### config.mk
export PLATFORM = sky130hd
export DESIGN_NAME = sram_arbiter
export DESIGN_NICKNAME = d
export VERILOG_FILES = /design/src/rtl/sram_arbiter.sv
export SDC_FILE = /design/constraint.sdc
export NUM_CORES = 1
export LEC_CHECK = 0
export ABC_CLOCK_PERIOD_IN_PS = 1900
export CAP_MARGIN = 20
export CELL_PAD_IN_SITES_DETAIL_PLACEMENT = 0
export CELL_PAD_IN_SITES_GLOBAL_PLACEMENT = 1
export CORE_MARGIN = 2
export CORE_UTILIZATION = 32
export CTS_CLUSTER_DIAMETER = 80
export DETAILED_ROUTE_END_ITERATION = 7
export GPL_ROUTABILITY_DRIVEN = 0
export GPL_TIMING_DRIVEN = 0
export PLACE_DENSITY_LB_ADDON = 0.3
export REMOVE_ABC_BUFFERS = 1
export SETUP_SLACK_MARGIN = 0.02
export SLEW_MARGIN = 25
export SYNTH_ARGS = -nofsm -noshare
export SYNTH_HDL_FRONTEND = slang
export SYNTH_SLANG_ARGS = --single-unit
### constraint.sdc
create_clock -name clk -period 1.9 [get_ports clk]
set_input_delay 0.19 -clock clk [delete_from_list [all_inputs] [get_ports clk]]
set_output_delay 0.19 -clock clk [all_outputs]
set_load 0.01 [all_outputs]
### src/rtl/sram_arbiter.sv
// Two-port round-robin arbiter and transaction sequencer in front of sram_controller.
// It issues one command at a time, routes read data back to the issuing port, and aborts stalled commands.
module sram_arbiter #(
    parameter int unsigned TIMEOUT = 15
) (
    input  logic        clk,
    input  logic        rst_n,
    input  logic        req0,
    input  logic        req1,
    input  logic        we0,
    input  logic        we1,
    input  logic [15:0] addr0,
    input  logic [15:0] addr1,
    input  logic [15:0] wdata0,
    input  logic [15:0] wdata1,
    output logic        ack0,
    output logic        ack1,
    output logic        err0,
    output logic        err1,
    output logic [15:0] rdata0,
    output logic [15:0] rdata1,
    output logic        owner,
    output logic        active,
    output logic [15:0] ctl_addr,
    output logic [15:0] ctl_wdata,
    output logic        ctl_wr,
    output logic        ctl_rd,
    input  logic [15:0] ctl_rdata,
    input  logic        ctl_valid,
    input  logic        ctl_busy
);

    typedef enum logic [1:0] {StIdle, StIssue, StWait, StDone} state_e;

    localparam logic [7:0] TimeoutVal = 8'(TIMEOUT);

    state_e      state_q, state_d;
    logic        last_q, last_d;
    logic        owner_q, owner_d;
    logic        we_q, we_d;
    logic [7:0]  cnt_q, cnt_d;
    logic [15:0] addr_q, addr_d;
    logic [15:0] wdata_q, wdata_d;
    logic [15:0] rdata0_q, rdata0_d;
    logic [15:0] rdata1_q, rdata1_d;
    logic        ack0_q, ack0_d, ack1_q, ack1_d;
    logic        err0_q, err0_d, err1_q, err1_d;
    logic        wr_q, wr_d, rd_q, rd_d;
    logic        active_q, active_d;
    logic        grant;
    logic        grant_we;

    always_comb begin
        state_d  = state_q;
        last_d   = last_q;
        owner_d  = owner_q;
        we_d     = we_q;
        cnt_d    = cnt_q;
        addr_d   = addr_q;
        wdata_d  = wdata_q;
        rdata0_d = rdata0_q;
        rdata1_d = rdata1_q;
        ack0_d   = 1'b0;
        ack1_d   = 1'b0;
        err0_d   = 1'b0;
        err1_d   = 1'b0;
        wr_d     = 1'b0;
        rd_d     = 1'b0;
        grant    = 1'b0;
        grant_we = 1'b0;

        case (state_q)
            StIdle: begin
                if (!ctl_busy && (req0 || req1)) begin
                    // On a tie the port that was not served last wins.
                    grant    = (req0 && req1) ? ~last_q : req1;
                    grant_we = grant ? we1 : we0;
                    owner_d  = grant;
                    we_d     = grant_we;
                    addr_d   = grant ? addr1 : addr0;
                    wdata_d  = grant ? wdata1 : wdata0;
                    wr_d     = grant_we;
                    rd_d     = ~grant_we;
                    state_d  = StIssue;
                end
            end
            StIssue: begin
                cnt_d   = '0;
                state_d = StWait;
            end
            StWait: begin
                if (ctl_valid) begin
                    if (!we_q) begin
                        if (owner_q) rdata1_d = ctl_rdata;
                        else         rdata0_d = ctl_rdata;
                    end
                    ack0_d  = ~owner_q;
                    ack1_d  = owner_q;
                    state_d = StDone;
                end else begin
                    cnt_d = cnt_q + 8'd1;
                    if (cnt_d == TimeoutVal) begin
                        err0_d  = ~owner_q;
                        err1_d  = owner_q;
                        state_d = StDone;
                    end
                end
            end
            StDone: begin
                last_d  = owner_q;
                state_d = StIdle;
            end
            default: state_d = StIdle;
        endcase

        active_d = (state_d != StIdle);
    end

    always_ff @(posedge clk or negedge rst_n) begin
        if (!rst_n) begin
            state_q  <= StIdle;
            last_q   <= 1'b1;
            owner_q  <= 1'b0;
            we_q     <= 1'b0;
            cnt_q    <= '0;
            addr_q   <= '0;
            wdata_q  <= '0;
            rdata0_q <= '0;
            rdata1_q <= '0;
            ack0_q   <= 1'b0;
            ack1_q   <= 1'b0;
            err0_q   <= 1'b0;
            err1_q   <= 1'b0;
            wr_q     <= 1'b0;
            rd_q     <= 1'b0;
            active_q <= 1'b0;
        end else begin
            state_q  <= state_d;
            last_q   <= last_d;
            owner_q  <= owner_d;
            we_q     <= we_d;
            cnt_q    <= cnt_d;
            addr_q   <= addr_d;
            wdata_q  <= wdata_d;
            rdata0_q <= rdata0_d;
            rdata1_q <= rdata1_d;
            ack0_q   <= ack0_d;
            ack1_q   <= ack1_d;
            err0_q   <= err0_d;
            err1_q   <= err1_d;
            wr_q     <= wr_d;
            rd_q     <= rd_d;
            active_q <= active_d;
        end
    end

    assign ack0      = ack0_q;
    assign ack1      = ack1_q;
    assign err0      = err0_q;
    assign err1      = err1_q;
    assign rdata0    = rdata0_q;
    assign rdata1    = rdata1_q;
    assign owner     = owner_q;
    assign active    = active_q;
    assign ctl_addr  = addr_q;
    assign ctl_wdata = wdata_q;
    assign ctl_wr    = wr_q;
    assign ctl_rd    = rd_q;

endmodule

-- Yosys cells after proc, flatten, opt, wreduce, memory -nomap -nowiden
Cells that the tools add are included.
- equal/unequal tests: 5
- reduce and logical (&&, ||, !) cells: 11
- muxes and demuxes: 24
- bitwise logic cells: 4
- add/subtract/negate cells: 1
- operator list (kind ; number):
    16-bit 2-to-1 mux ; 2
    1-bit 2-to-1 mux ; 16
    8-bit one-hot mux with 2 select lines ; 1
    8-bit by 1-bit adder with 8-bit output, second input constant ; 1
    8-bit by 4-bit equality test with 1-bit output, second input constant ; 1
    8-bit 2-to-1 mux ; 1
    2-bit one-hot mux with 4 select lines ; 1
    4-bit AND reduction ; 2
    2-bit 2-to-1 mux ; 3
    2-bit equality test, second input constant ; 2
    1-bit inverter ; 4
    2-bit AND reduction ; 2
    2-bit nonzero test ; 2
    2-bit by 1-bit equality test with 1-bit output, second input constant ; 1
    1-bit logical AND ; 2
    2-bit zero test ; 1
    2-bit != test, second input constant ; 1
    1-bit zero test ; 1
    1-bit logical OR ; 1
- logic and storage cells: 61
- output and inout bits: 72
- input port bits: 88
- register bits: 84

-- Longest topological paths before layout
- depth in word-level cells: 6
- depth in mapped cells: 8
- gate-level depth less buffers: 6

-- Least setup slack after synthesis
OpenSTA, ideal clock, no wires.
- path kind: reg-to-reg
- start point: register state_q[0]
- end point: register rdata0_q[10], in the netlist rdata0[10]
- buffers on the path: 2
- library setup time: 0.125 ns
- clock period less this slack: 1.697 ns
- arrival: 1.572 ns
- path slack: 0.203 ns
- stages on the path, launching flop included: 8
- data required time: 1.775 ns
- path through: dfrtp_1 -> inv_1 -> ha_1 -> buf_6 -> nand2_4 -> nor3_4 -> buf_8 -> mux2_2
- cells in the longest elaborated chain, start to end: 2
- ends and longest elaborated chain (item ; RTL line ; RTL):
    start, declared ; 37 ; state_e state_q, state_d;
    start signal, assigned ; 121 ; state_q <= StIdle;
    start signal, assigned ; 138 ; state_q <= state_d;
    2-bit equality test ; 72 ; case (state_q)
    4-bit AND reduction (no line) ; - ;
    end signal, assigned ; 145 ; rdata0_q <= rdata0_d;
    end, declared ; 44 ; logic [15:0] rdata0_q, rdata0_d;
No other way between the ends.
A chain may end at the register's enable or synchronous reset.

-- Worst setup path in the final report
- start point: register owner_q, in the netlist owner
- end point: output port owner
- RTL lines (item ; RTL line ; RTL):
    start, declared ; 39 ; logic owner_q, owner_d;
    start signal, assigned ; 140 ; owner_q <= owner_d;
    end, declared ; 22 ; output logic owner,
No word-level cell between the ends.

==> metrics.yaml <==
path_clk_slew_ns: 0.06
rsz0062_at_grt: "false"
drcViolationCount: 0
outcome: "completed"
switching_power_w: 0.00268
htree_num_levels: 3
fin_util_pct: 51.4
max-slew-margin-rel_pct: 70.5
swShare_pct: 31.8
firstDrtPassIters: 4
drive_gt1_share_pct: 14.4
grt_max_degree: 76
cts.path.max_buffers: 2
antenna_found_initial: 0
crit_chain: "clkdlybuf4s50_1"
numCtsBuffers: 9
holdCritPathClass: "in -> async"
ys_seq_area_share_pct: 56.4
fp-row-count: 39
place_ws_ns: -0.652
ant_nets: 0
routed.top_layer: "met4"
setup_slack_ns: 0.143
crit_family: "buffers and inverters"
worst_path_max_delay_cell: "clkdlybuf4s50_1"
total_power_w: 0.00843
max-cap-violations: 0
tightest_slew_ns: 0.442
path_max_fanout: 9
synth_edf_count: 0
wl_met2_mm: 4.19
core-area_um2: 11400
fmax_ghz: 0.569
setup.worst_path.start: "owner"
vias_per_cell: 4.61
critPathKind: "reg -> out"
cp.buffers_inverters: 1
synth-seq-cells: 84
period_share_pct: 92.5
drtIter0Drc: 77
clock_latency_ns: 0.34
num_antenna_cells: 0
grt_pass1_wl_mm: 14.9
maxSlewViolCount: 0
place_hpwl_mm: 6.71
crit_path_max_incr_delay_ns: 0.63
synth-xor-area-share_pct: 1.17
synthArstFlopShare_pct: 100
synthAdderAreaFrac_pct: 2.01
vias: 2832
synth_top_family_by_area: "multiplexers"
synth_mux_area_share_pct: 19.6
die_area_um2: 12500
worst_setup_path_start_kind: "register"
num-nets-final: 560
grt_usage_pct: 15.1
hold_viol_final: 0
endpoint_kind: "output pin"
fp.dieH_um: 112
start_util_pct: 32.7
max-vdd-ir-drop_uv: 573
cellPowerDensity_nw_per_um2: 1440
port-buffer-count: 159
synth_compound_area_share_pct: 7.34
met3_length_mm: 1.12
numPlacedInstances: 593
p_seq_share_pct: 36.1
io_pins: 160
overflow: 0
setup_viol: 0
wl_per_cell_um: 14.9
ys_warn_count: 0
leakagePower_nw: 2.58
wl_met1_mm: 3.76
synth_cells: 305
pwr-share-comb_pct: 42.6
pwr-share-clk_pct: 21.2
die_w_um: 112
clock-root-buffer: "clkbuf_16"
cp.arrival_ns: 1.57
fin_area_um2: 5860
dpl_cell_area_um2: 5490
cts_tree: "done"
syn_area_um2: 3730
power.internal_w: 0.00575
grt_pass1_vias: 2960
clock_skew_ns: 0.0107
rrSetupSlack_ns: 0.17
instances_no_fill: 614
worstReg2RegStart: "state_q[0]"
crit_required_ns: 1.71
syn_avg_cell_area_um2: 12.2
finalCriticalPeriod_ns: 1.76
synth-main-ff-cell: "dfrtp_1"
routed_wirelength_mm: 9.18
synthSimpleGateAreaFrac_pct: 9.45
synth.distinct_cells: 38
area_growth_pct: 57.1
cts_sinks: 84
[per-stage QoR]
| step | hold WS [ns] | TNS (ns) |
|---|---|---|
| after floorplan | -0.106 | -95.56 |
| after global placement | 0.460 | -364.63 |
| after detailed placement | 0.0109 | -12.74 |
| after CTS | 0.210 | 0 |
| after global routing | 0.230 | 0 |
| final | 0.225 | 0 |
[placed cells by master, fill, tap and decap left out, types with 3 or more instances in the layout]
cell type / synthesis / routed
nand3_1: 5 / 5
nand2_1: 37 / 36
mux2i_1: 35 / 35
dfrtp_1: 83 / 83
buf_16: 0 / 3
nor2_1: 6 / 6
clkdlybuf4s50_1: 0 / 158
o21ai_0: 38 / 38
mux2_2: 34 / 34
a21oi_1: 4 / 4
ha_1: 6 / 5
nor2b_1: 4 / 4
inv_1: 5 / 5
buf_4: 2 / 3
clkbuf_16: 0 / 9
xnor2_1: 3 / 3
[worst paths after layout]
kind | endpoint | depth (start not counted)
max | owner | 1
min | ctl_addr[1] | 2
max reg2reg | rdata0[10] | 6
min reg2reg | ctl_wdata[7] | 2
max in group asynchronous | ctl_addr[8] | 3
min in group clk | ctl_wdata[8] | 3
[power by group through the flow]
stage	clock, W	combinational (W)	sequential [W]
floorplan	0	0.00121	0.00335
global placement	0	0.00348	0.00303
detailed placement	0	0.00356	0.00307
CTS	0.00185	0.00361	0.00306
global route	0.00194	0.00390	0.00316
finish	0.00179	0.00360	0.00305
[state kept, by name (all words and copies together), names as in the netlist]
name       flops
ack1           1
cnt_q          8
active         1
ctl_wr         1
ctl_rd         1
last_q         1
owner          1
err1           1
state_q        2
rdata1        16
ctl_addr      16
we_q           1
err0           1
rdata0        16
ctl_wdata     16
ack0           1
[per-layer routing]
metal | vias to the layer above | GRT usage (%)
li1 | 1375 | -
met1 | 1332 | 17.5
met2 | 116 | 24.2
met3 | 9 | 8.06
met4 | 0 | 4.96
met5 | - | 0
[synthesized netlist by cell type (all sizes together), types with 4 or more instances]
| master | number | area, um^2 |
|---|---|---|
| mux2 | 34 | 383 |
| inv | 5 | 18.8 |
| ha | 6 | 75.1 |
| clkbuf | 4 | 15.0 |
| a21oi | 4 | 20.0 |
| mux2i | 35 | 350 |
| dfrtp | 83 | 2080 |
| nor2 | 7 | 33.8 |
| nor2b | 4 | 25.0 |
| nand3 | 5 | 25.0 |
| buf | 14 | 116 |
| o21ai | 38 | 190 |
| nand2 | 39 | 161 |
[what timing repair did]
item                                    4_1_cts  5_1_grt
setup buffers                                 1        3
pin swaps                                     1        1
endpoints found under the setup margin       32       16
resized for setup                             2        0
hold buffers                                  1        0
endpoints found under the hold margin        84        0
[cell type report]
class / instances / area [um^2]
inverters: 5 / 18.8
well taps: 143 / 179
repair buffers: 168 / 1750
clock buffers: 10 / 239
fillers: 1041 / 5550
clock inverters: 6 / 71.3
flip-flops and latches: 84 / 2100
multi-input cells: 198 / 1510
[cells by family after synthesis]
kind of cell	Yosys count
AND/OR/NAND/NOR	68
AO/OA/AOI/OAI	50
multiplexers	69
buffers and inverters	23
flip-flops	84
XOR/XNOR	5
adder cells (fa/ha/maj)	6
(Power assumes the default switching activity.)
